## src/rtl/mips_cpu_bus_pkg.sv

```systemverilog
// rtl/mips_cpu_bus_pkg.sv - shared state encoding and bus geometry helpers for the MIPS bus bridge
package mips_cpu_bus_pkg;

  typedef enum logic [2:0] {
    FETCH,
    DECODE,
    MEM,
    COMMIT,
    HALT
  } state_t;

  // Shifted left by log2(lanes) and truncated to ADDR_W to form the word-alignment mask.
  localparam logic [63:0] ALIGN_ONES = '1;

  function automatic int byte_lanes(input int data_w);
    return data_w / 8;
  endfunction

endpackage

```

## src/rtl/mips_cpu_bus_timer.sv

```systemverilog
// rtl/mips_cpu_bus_timer.sv - consecutive wait-cycle counter; expired flags the LIMIT-th stalled cycle
module mips_cpu_bus_timer #(
  parameter int LIMIT = 1024
) (
  input  logic clk,
  input  logic reset,
  input  logic clear,
  input  logic incr,
  output logic expired
);

  generate
    if (LIMIT == 0) begin : g_off
      assign expired = 1'b0;
    end else begin : g_on
      localparam int CW = (LIMIT > 1) ? $clog2(LIMIT) : 1;
      logic [CW-1:0] count;

      always_ff @(posedge clk) begin
        if (!reset || clear) begin
          count <= '0;
        end else if (incr) begin
          count <= count + 1'b1;
        end
      end

      // The current stalled cycle is the LIMIT-th one when LIMIT-1 have already been counted.
      assign expired = incr && (count == CW'(LIMIT - 1));
    end
  endgenerate

endmodule

```

## src/rtl/mips_cpu_bus_bridge.sv

```systemverilog
// rtl/mips_cpu_bus_bridge.sv - sequences MIPS fetch/decode/mem/commit over one waitrequest-style bus
module mips_cpu_bus_bridge
  import mips_cpu_bus_pkg::*;
#(
  parameter int ADDR_W  = 32,
  parameter int DATA_W  = 32,
  parameter int TIMEOUT = 1024,
  parameter int COUNT_W = 32
) (
  input  logic                   clk,
  input  logic                   reset,
  input  logic                   core_active,
  output logic                   core_clk_enable,
  input  logic [ADDR_W-1:0]      core_instr_address,
  output logic [DATA_W-1:0]      core_instr_readdata,
  input  logic [ADDR_W-1:0]      core_data_address,
  input  logic                   core_data_read,
  input  logic                   core_data_write,
  input  logic [DATA_W/8-1:0]    core_data_byteenable,
  input  logic [DATA_W-1:0]      core_data_writedata,
  output logic [DATA_W-1:0]      core_data_readdata,
  output logic [ADDR_W-1:0]      bus_address,
  output logic                   bus_read,
  output logic                   bus_write,
  output logic [DATA_W/8-1:0]    bus_byteenable,
  output logic [DATA_W-1:0]      bus_writedata,
  input  logic                   bus_waitrequest,
  input  logic [DATA_W-1:0]      bus_readdata,
  output logic                   bus_error,
  output logic [COUNT_W-1:0]     instr_count
);

  localparam int LANES = byte_lanes(DATA_W);
  localparam logic [ADDR_W-1:0] ADDR_MASK = ADDR_W'(ALIGN_ONES << $clog2(LANES));

  state_t state, state_next;

  logic [DATA_W-1:0]   instr_q;
  logic [DATA_W-1:0]   rdata_q;
  logic                err_q;
  logic [COUNT_W-1:0]  count_q;

  logic                rd, wr, clk_en;
  logic [ADDR_W-1:0]   addr;
  logic [LANES-1:0]    be;
  logic [DATA_W-1:0]   wd;
  logic                timer_clear, expired;
  logic                capture_instr, capture_data, fail;

  mips_cpu_bus_timer #(
    .LIMIT (TIMEOUT)
  ) u_timer (
    .clk     (clk),
    .reset   (reset),
    .clear   (timer_clear),
    .incr    ((rd || wr) && bus_waitrequest),
    .expired (expired)
  );

  // Strobes and address come from state and core requests only; waitrequest steers next state.
  always_comb begin
    state_next    = state;
    rd            = 1'b0;
    wr            = 1'b0;
    addr          = '0;
    be            = '0;
    wd            = '0;
    clk_en        = 1'b0;
    timer_clear   = 1'b1;
    capture_instr = 1'b0;
    capture_data  = 1'b0;
    fail          = 1'b0;
    case (state)
      FETCH: begin
        if (!core_active) begin
          state_next = HALT;
        end else begin
          rd          = 1'b1;
          addr        = core_instr_address & ADDR_MASK;
          be          = '1;
          timer_clear = 1'b0;
          if (expired) begin
            fail       = 1'b1;
            state_next = HALT;
          end else if (!bus_waitrequest) begin
            capture_instr = 1'b1;
            state_next    = DECODE;
          end
        end
      end
      DECODE: begin
        state_next = (core_data_read || core_data_write) ? MEM : COMMIT;
      end
      MEM: begin
        wr          = core_data_write;
        rd          = core_data_read && !core_data_write;
        addr        = core_data_address & ADDR_MASK;
        be          = core_data_byteenable;
        wd          = core_data_write ? core_data_writedata : '0;
        timer_clear = 1'b0;
        if (expired) begin
          fail       = 1'b1;
          state_next = HALT;
        end else if (!bus_waitrequest) begin
          capture_data = rd;
          state_next   = COMMIT;
        end
      end
      COMMIT: begin
        clk_en     = 1'b1;
        state_next = FETCH;
      end
      default: begin
        state_next = HALT;
      end
    endcase
  end

  always_ff @(posedge clk) begin
    if (!reset) begin
      state   <= FETCH;
      instr_q <= '0;
      rdata_q <= '0;
      err_q   <= 1'b0;
      count_q <= '0;
    end else begin
      state <= state_next;
      if (capture_instr) instr_q <= bus_readdata;
      if (capture_data)  rdata_q <= bus_readdata;
      if (fail)          err_q   <= 1'b1;
      if (clk_en)        count_q <= count_q + 1'b1;
    end
  end

  assign core_clk_enable     = reset && clk_en;
  assign core_instr_readdata = reset ? instr_q : '0;
  assign core_data_readdata  = reset ? rdata_q : '0;
  assign bus_address         = reset ? addr : '0;
  assign bus_read            = reset && rd;
  assign bus_write           = reset && wr;
  assign bus_byteenable      = reset ? be : '0;
  assign bus_writedata       = reset ? wd : '0;
  assign bus_error           = reset && err_q;
  assign instr_count         = reset ? count_q : '0;

endmodule

```

## config.mk

```make
export PLATFORM = sky130hd
export DESIGN_NAME = mips_cpu_bus_bridge
export DESIGN_NICKNAME = d
export VERILOG_FILES = /design/src/rtl/mips_cpu_bus_pkg.sv /design/src/rtl/mips_cpu_bus_timer.sv /design/src/rtl/mips_cpu_bus_bridge.sv
export SDC_FILE = /design/constraint.sdc
export NUM_CORES = 1
export LEC_CHECK = 0
export ABC_AREA = 1
export CAP_MARGIN = 20
export CORE_MARGIN = 4
export CORE_UTILIZATION = 41
export CTS_CLUSTER_DIAMETER = 200
export DETAILED_ROUTE_END_ITERATION = 10
export HOLD_SLACK_MARGIN = 0.12
export PLACE_DENSITY = 0.85
export SLEW_MARGIN = 0
export SYNTH_ARGS = -nofsm -noshare
export SYNTH_HDL_FRONTEND = slang
export SYNTH_HIERARCHICAL = 1
export SYNTH_SLANG_ARGS = --single-unit
export TNS_END_PERCENT = 30
```

## constraint.sdc

```tcl
create_clock -name clk -period 2.5 [get_ports clk]
set_input_delay 0.5 -clock clk [delete_from_list [all_inputs] [get_ports clk]]
set_output_delay 0.5 -clock clk [all_outputs]
set_load 0.005 [all_outputs]
```

; Word level (Yosys, flattened, before mapping)
; Cells that the tools add are included.
[totals]
regBits = 110
wordCells = 63
input_bits = 138
[op_classes]
eq_ne = 6
n_addsub = 2
mux = 35
n_reduce_logical = 14
[ops]
columns = operator, n
row1 = $mux 32, 8
row2 = $pmux 32 s2, 1
row3 = $add 32x1->32 const B, 1
row4 = $mux 3, 5
row5 = $mux 1, 14
row6 = $pmux 3 s4, 1
row7 = $add 10x1->10 const B, 1
row8 = $eq 10x10->1 const B, 1
row9 = $mux 4, 2
row10 = $pmux 4 s2, 1
row11 = $logic_and 1x1->1, 7
row12 = $eq 3x2->1 const B, 2
row13 = $pmux 1 s2, 3
row14 = $ne 4x4->1 const B, 1
row15 = $eq 3x1->1 const B, 1
row16 = $logic_not 3->1, 1
row17 = $logic_or 1x1->1, 3
row18 = $ne 3x3->1 const B, 1
row19 = $logic_not 1->1, 2
row20 = $reduce_and 2->1, 1

; Longest topological paths before layout
[logic_depth]
depth_word = 9
mapped_depth = 17

; By module
; Netlist, hierarchy kept.
[modules_own_cells]
columns = mod, area_each_um2, seq_area_each_um2, cells_per_inst, instances
row1 = mips_cpu_bus_bridge, 5766.8, 2001.9, 985, 1
row2 = mips_cpu_bus_timer, 495.5, 200.2, 72, 1

; Worst setup path after synthesis
; Ideal clock, no wire load.
[synth_timing]
path_type = reg2reg
startpoint = reg state[2]
endpoint = reg rdata_q[10]
t_required_ps = 2435
setup_time_ps = 65
path_stages_with_launch = 17
path_slack_ps = 344
period_less_slack_ps = 2156
arrival_ps = 2091
path_buffers = 1
cell_sequence = dfxtp_1 nor2_4 nand2_2 inv_2 nand2_1 nand2_1 o21ai_0 inv_1 nand2_2 nor2_1 nand3_1 nor2_1 nor2_1 nand3_2 clkbuf_1 o21ai_0 nor2_1
[synth_via]
elab_chain_len = 7
[synth_rtl]
columns = element, line
row1 = "start, declared", mips_cpu_bus_bridge.sv:36  ; state_t state, state_next;
row2 = "start signal, assigned", mips_cpu_bus_bridge.sv:127  ; state <= state_next;
row3 = $eq 3x2->1 or $logic_not 3->1 (tied branches), mips_cpu_bus_bridge.sv:73  ; case (state)
row4 = $pmux 1 s2 or $mux 1 (tied branches), mips_cpu_bus_bridge.sv:73
row5 = $logic_or 1x1->1 *, mips_cpu_bus_bridge.sv:56  ; .incr ((rd || wr) && bus_waitrequest),
row6 = $logic_and 1x1->1 *, mips_cpu_bus_bridge.sv:56
row7 = $logic_and 1x1->1 *, mips_cpu_bus_timer.sv:28  ; assign expired = incr && (count == CW'(LIMIT - 1));
row8 = via expired, mips_cpu_bus_bridge.sv:47  ; logic timer_clear, expired;
row9 = $mux 1 *, mips_cpu_bus_bridge.sv:101  ; if (expired) begin
row10 = $mux 1 *, mips_cpu_bus_bridge.sv:73
row11 = "end signal, assigned", mips_cpu_bus_bridge.sv:129  ; if (capture_data) rdata_q <= bus_readdata;
row12 = "end, declared", mips_cpu_bus_bridge.sv:39  ; logic [DATA_W-1:0] rdata_q;
; Mark *: on every way through the listed nets, which the timed path passes. The rest lies on a longest branch.
; A chain may end at the register's enable or synchronous reset.

; Final worst setup path
[layout_timing]
startpoint = reg state[2]
endpoint = out bus_write
[layout_via]
elab_chain_len = 3
[layout_rtl]
columns = element, line
row1 = $eq 3x2->1, mips_cpu_bus_bridge.sv:73
row2 = $mux 1, mips_cpu_bus_bridge.sv:73
row3 = $logic_and 1x1->1, mips_cpu_bus_bridge.sv:140  ; assign bus_write = reset && wr;
row4 = "end, declared", mips_cpu_bus_bridge.sv:24  ; output logic bus_write,
; Every way passes these cells.

==> out/qor.yml <==
run_status: "completed"
finalNonFillerCells: 1543
synthTopCellsByArea: "dfxtp_1 (35%), nand2_1 (15%), nor2_1 (14%)"
cp_data_arrival_time_ns: 1.96
std_cell_rows: 44
seq_area_sq_mm: 0.002205
cp_num_buf_inv: 3
cap_violations: 0
syn_area_sq_mm: 0.006262
antenna_found_initial: 2
critPathLaunchType: "flop"
p_leak_nw: 5.240
hold_viol: 0
layout.nets: 1492
area_growth_pct: 59.54
report.final.slew_viol_count: 0
clk_pin_slew_ns: 0.08
min_path_type: "flop to flop"
grt_pass1_vias: 6763
ios: 306
drt_first_pass_iters: 6
die_w_um: 131.6
hold_slack_ns: 0.4860
vias: 7306
synth_seq_cells: 110
critPathMaxFanout: 28
multiInputGateArea_sq_mm: 0.003124
yosysTopAreaCellShare_pct: 35.16
grt_overflow_total: 0
pre_cts_ws_ns: -0.2963
ir_worst_vdd_mv: 0.3164
synth-compound-area-share_pct: 12.13
start_util_pct: 42.44
track_usage_pct: 24.54
gp_congestion: 0.9014
cts_buffers: 9
synth.avg_cell_area_sq_um: 5.925
insertion_delay_ns: 0.35
yosysTopAreaCell: "dfxtp_1"
path_cells: "nor2_4 -> nand2_2 -> nor2_2 -> nand2_2 -> buf_12 -> inv_1 -> clkdlybuf4s50_1"
synth.distinct_cells: 36
dp.cells: 1520
ys_warn_count: 6
path_delay_family: "buffers and inverters"
fin_skew_ns: 0.009724
synth-simple-area-share_pct: 36.72
drive_gt1_share_pct: 6.632
post_drt_wl_per_cell_um: 14.66
clockBufferDepth: 2
critPathKind: "flop to primary output"
required_ns: 2.00
hold_buffers: 0
viasPerCell: 4.735
grt_pass1_wl_mm: 34.70
nFillCells: 1270
cp-end-kind: "primary output"
synthCells: 1057
post-route-period-util_pct: 98.32
period_minus_slack_ns: 2.458
port_buffers: 299
cts_sinks: 110
powerDensity_mw_per_mm2: 458.0
htree_levels: 3
cp_slowest_cell: "clkdlybuf4s50_1"
timing.fmax_mhz: 406.8
postRouteAntennaNets: 0
finalSetupTns_ns: 0
synth_mux_area_share_pct: 0
synthXorXnorAreaFrac_pct: 0
synth_top_family_by_area: "simple AND/OR/NAND/NOR gates"
worst_slack_ns: 0.04208
rsz0062_at_grt: "true"
setup_viol: 0
ys_seq_area_share_pct: 35.16
dr.first_iter.drc_count: 472
coreArea_sq_mm: 0.01475
synthAdderAreaFrac_pct: 0.3996
hpwl_mm: 17.62
max_stage_delay_ns: 0.49
wirelength_mm: 22.62
grt_max_degree: 64
cts_root_buf: "clkbuf_16"
fp.dieArea_sq_mm: 0.01731
chipHeight_um: 131.6
finalPower_mw: 4.576
cts_tree: "yes"
crit_top_cell: "nand2_2"
drc: 0
worst paths after layout:
kind                       startpoint                       end  slack (ns)  depth (start not counted)
max             state[2]$_SDFFE_PN0P_                 bus_write        0.04                          7
min          rdata_q[15]$_SDFFE_PN0P_  rdata_q[15]$_SDFFE_PN0P_        0.49                          2
max reg2reg     state[2]$_SDFFE_PN0P_  rdata_q[18]$_SDFFE_PN0P_        0.22                         17
min reg2reg  rdata_q[15]$_SDFFE_PN0P_  rdata_q[15]$_SDFFE_PN0P_        0.49                          2
cell type report:
cell class                      instances  area share, %
Timing Repair Buffer                  332          34.03
Multi-Input combinational cell        702          31.27
Sequential cell                       110          22.07
Inverter                              197          7.477
Tap cell                              184          2.304
Clock buffer                            9          2.254
Clock inverter                          7         0.5510
Antenna cell                            2        0.05009
power breakdown:
part | switching, mW | internal (mW) | leakage (nW)
combinational | 0.613 | 0.677 | 4.21
sequential | 0.0612 | 1.85 | 0.892
clock | 0.683 | 0.688 | 0.133
total | 1.36 | 3.22 | 5.24
metal layers:
metal | GRT usage, % | vias to the layer above | share of wire, %
li1 | - | 3756 | -
met1 | 27.61 | 3235 | 40
met2 | 44.64 | 282 | 50
met3 | 7.110 | 33 | 7.5
met4 | 7.818 | 0 | 2.8
met5 | 0 | - | 0
sequential cells by signal, summed over array words and instances (netlist names):
register,flops
rdata_q,32
u_timer/g_on.count,10
err_q,1
count_q,32
instr_q,32
state,3
cells in the mapped netlist, drive strengths merged:
library cell  instances
a21o                  1
a21oi                58
a22oi                 2
and3                  1
buf                  19
clkbuf               30
clkinv                1
conb                  1
dfxtp               110
ha                    2
inv                 196
nand2               250
nand3                38
nand3b                2
nand4                 8
nor2                243
nor3                  6
nor3b                 2
o21a                  2
o21ai                83
o22a                  1
o31ai                 1
through the flow:
step	utilization, %	cell area (sq um)
after floorplan	-	6266
after CTS	66.78	9853
after global placement	64.91	9577
after global routing	67.72	9991
final	67.72	9991
after detailed placement	64.91	9577
repair_timing:
action                                  4_1_cts  5_1_grt
endpoints found under the setup margin       68       73
resized for setup                            56       31
buffers inserted                              0        4
pin swaps                                     3        5
cloned                                        0        1
worst reg2reg max path, stage by stage, from the launching register on:
cell and delay, ns:
dfxtp_1 0.34, nor2_4 0.17, nand2_2 0.11, inv_4 0.11, nand2_1 0.08, nand2_1 0.07
o21ai_0 0.07, inv_1 0.10, nand2_2 0.07, nor2_2 0.10, nand3_1 0.12, nor2_2 0.17
nor2_2 0.08, nand3_2 0.12, inv_2 0.06, buf_12 0.16, nor2_1 0.15, nor2_1 0.07
cell usage in the layout, fill, tap and decap left out, types with 3 or more instances in the layout:
cell type        netlist  routed
nand2_2                4       5
dlymetal6s2s_1         0      24
dlygate4sd2_1          0      42
nand3_1               34      34
dfxtp_1              110     108
inv_1                192     192
nand2_1              244     243
clkdlybuf4s50_1        0     232
inv_6                  0       4
nand4_1                8       8
nor2_4                 8       8
buf_4                  8      21
a21oi_1               58      56
nand3_4                2       3
buf_12                 0      10
nor2_1               230     224
nor2_2                 5      11
nor3_1                 5       5
o21ai_1               12      12
clkbuf_16              0      10
o21ai_0               71      71
cell families (layout without fill, tap and decap cells):
kind of cell,after synthesis,count (layout)
AOI/OAI and AO/OA,148,148
adders and majority gates,2,2
buffers and inverters,246,545
DFF,110,110
other,1,4
and+or+nand+nor,550,550
Note: power is estimated with default switching activity, not from simulation.
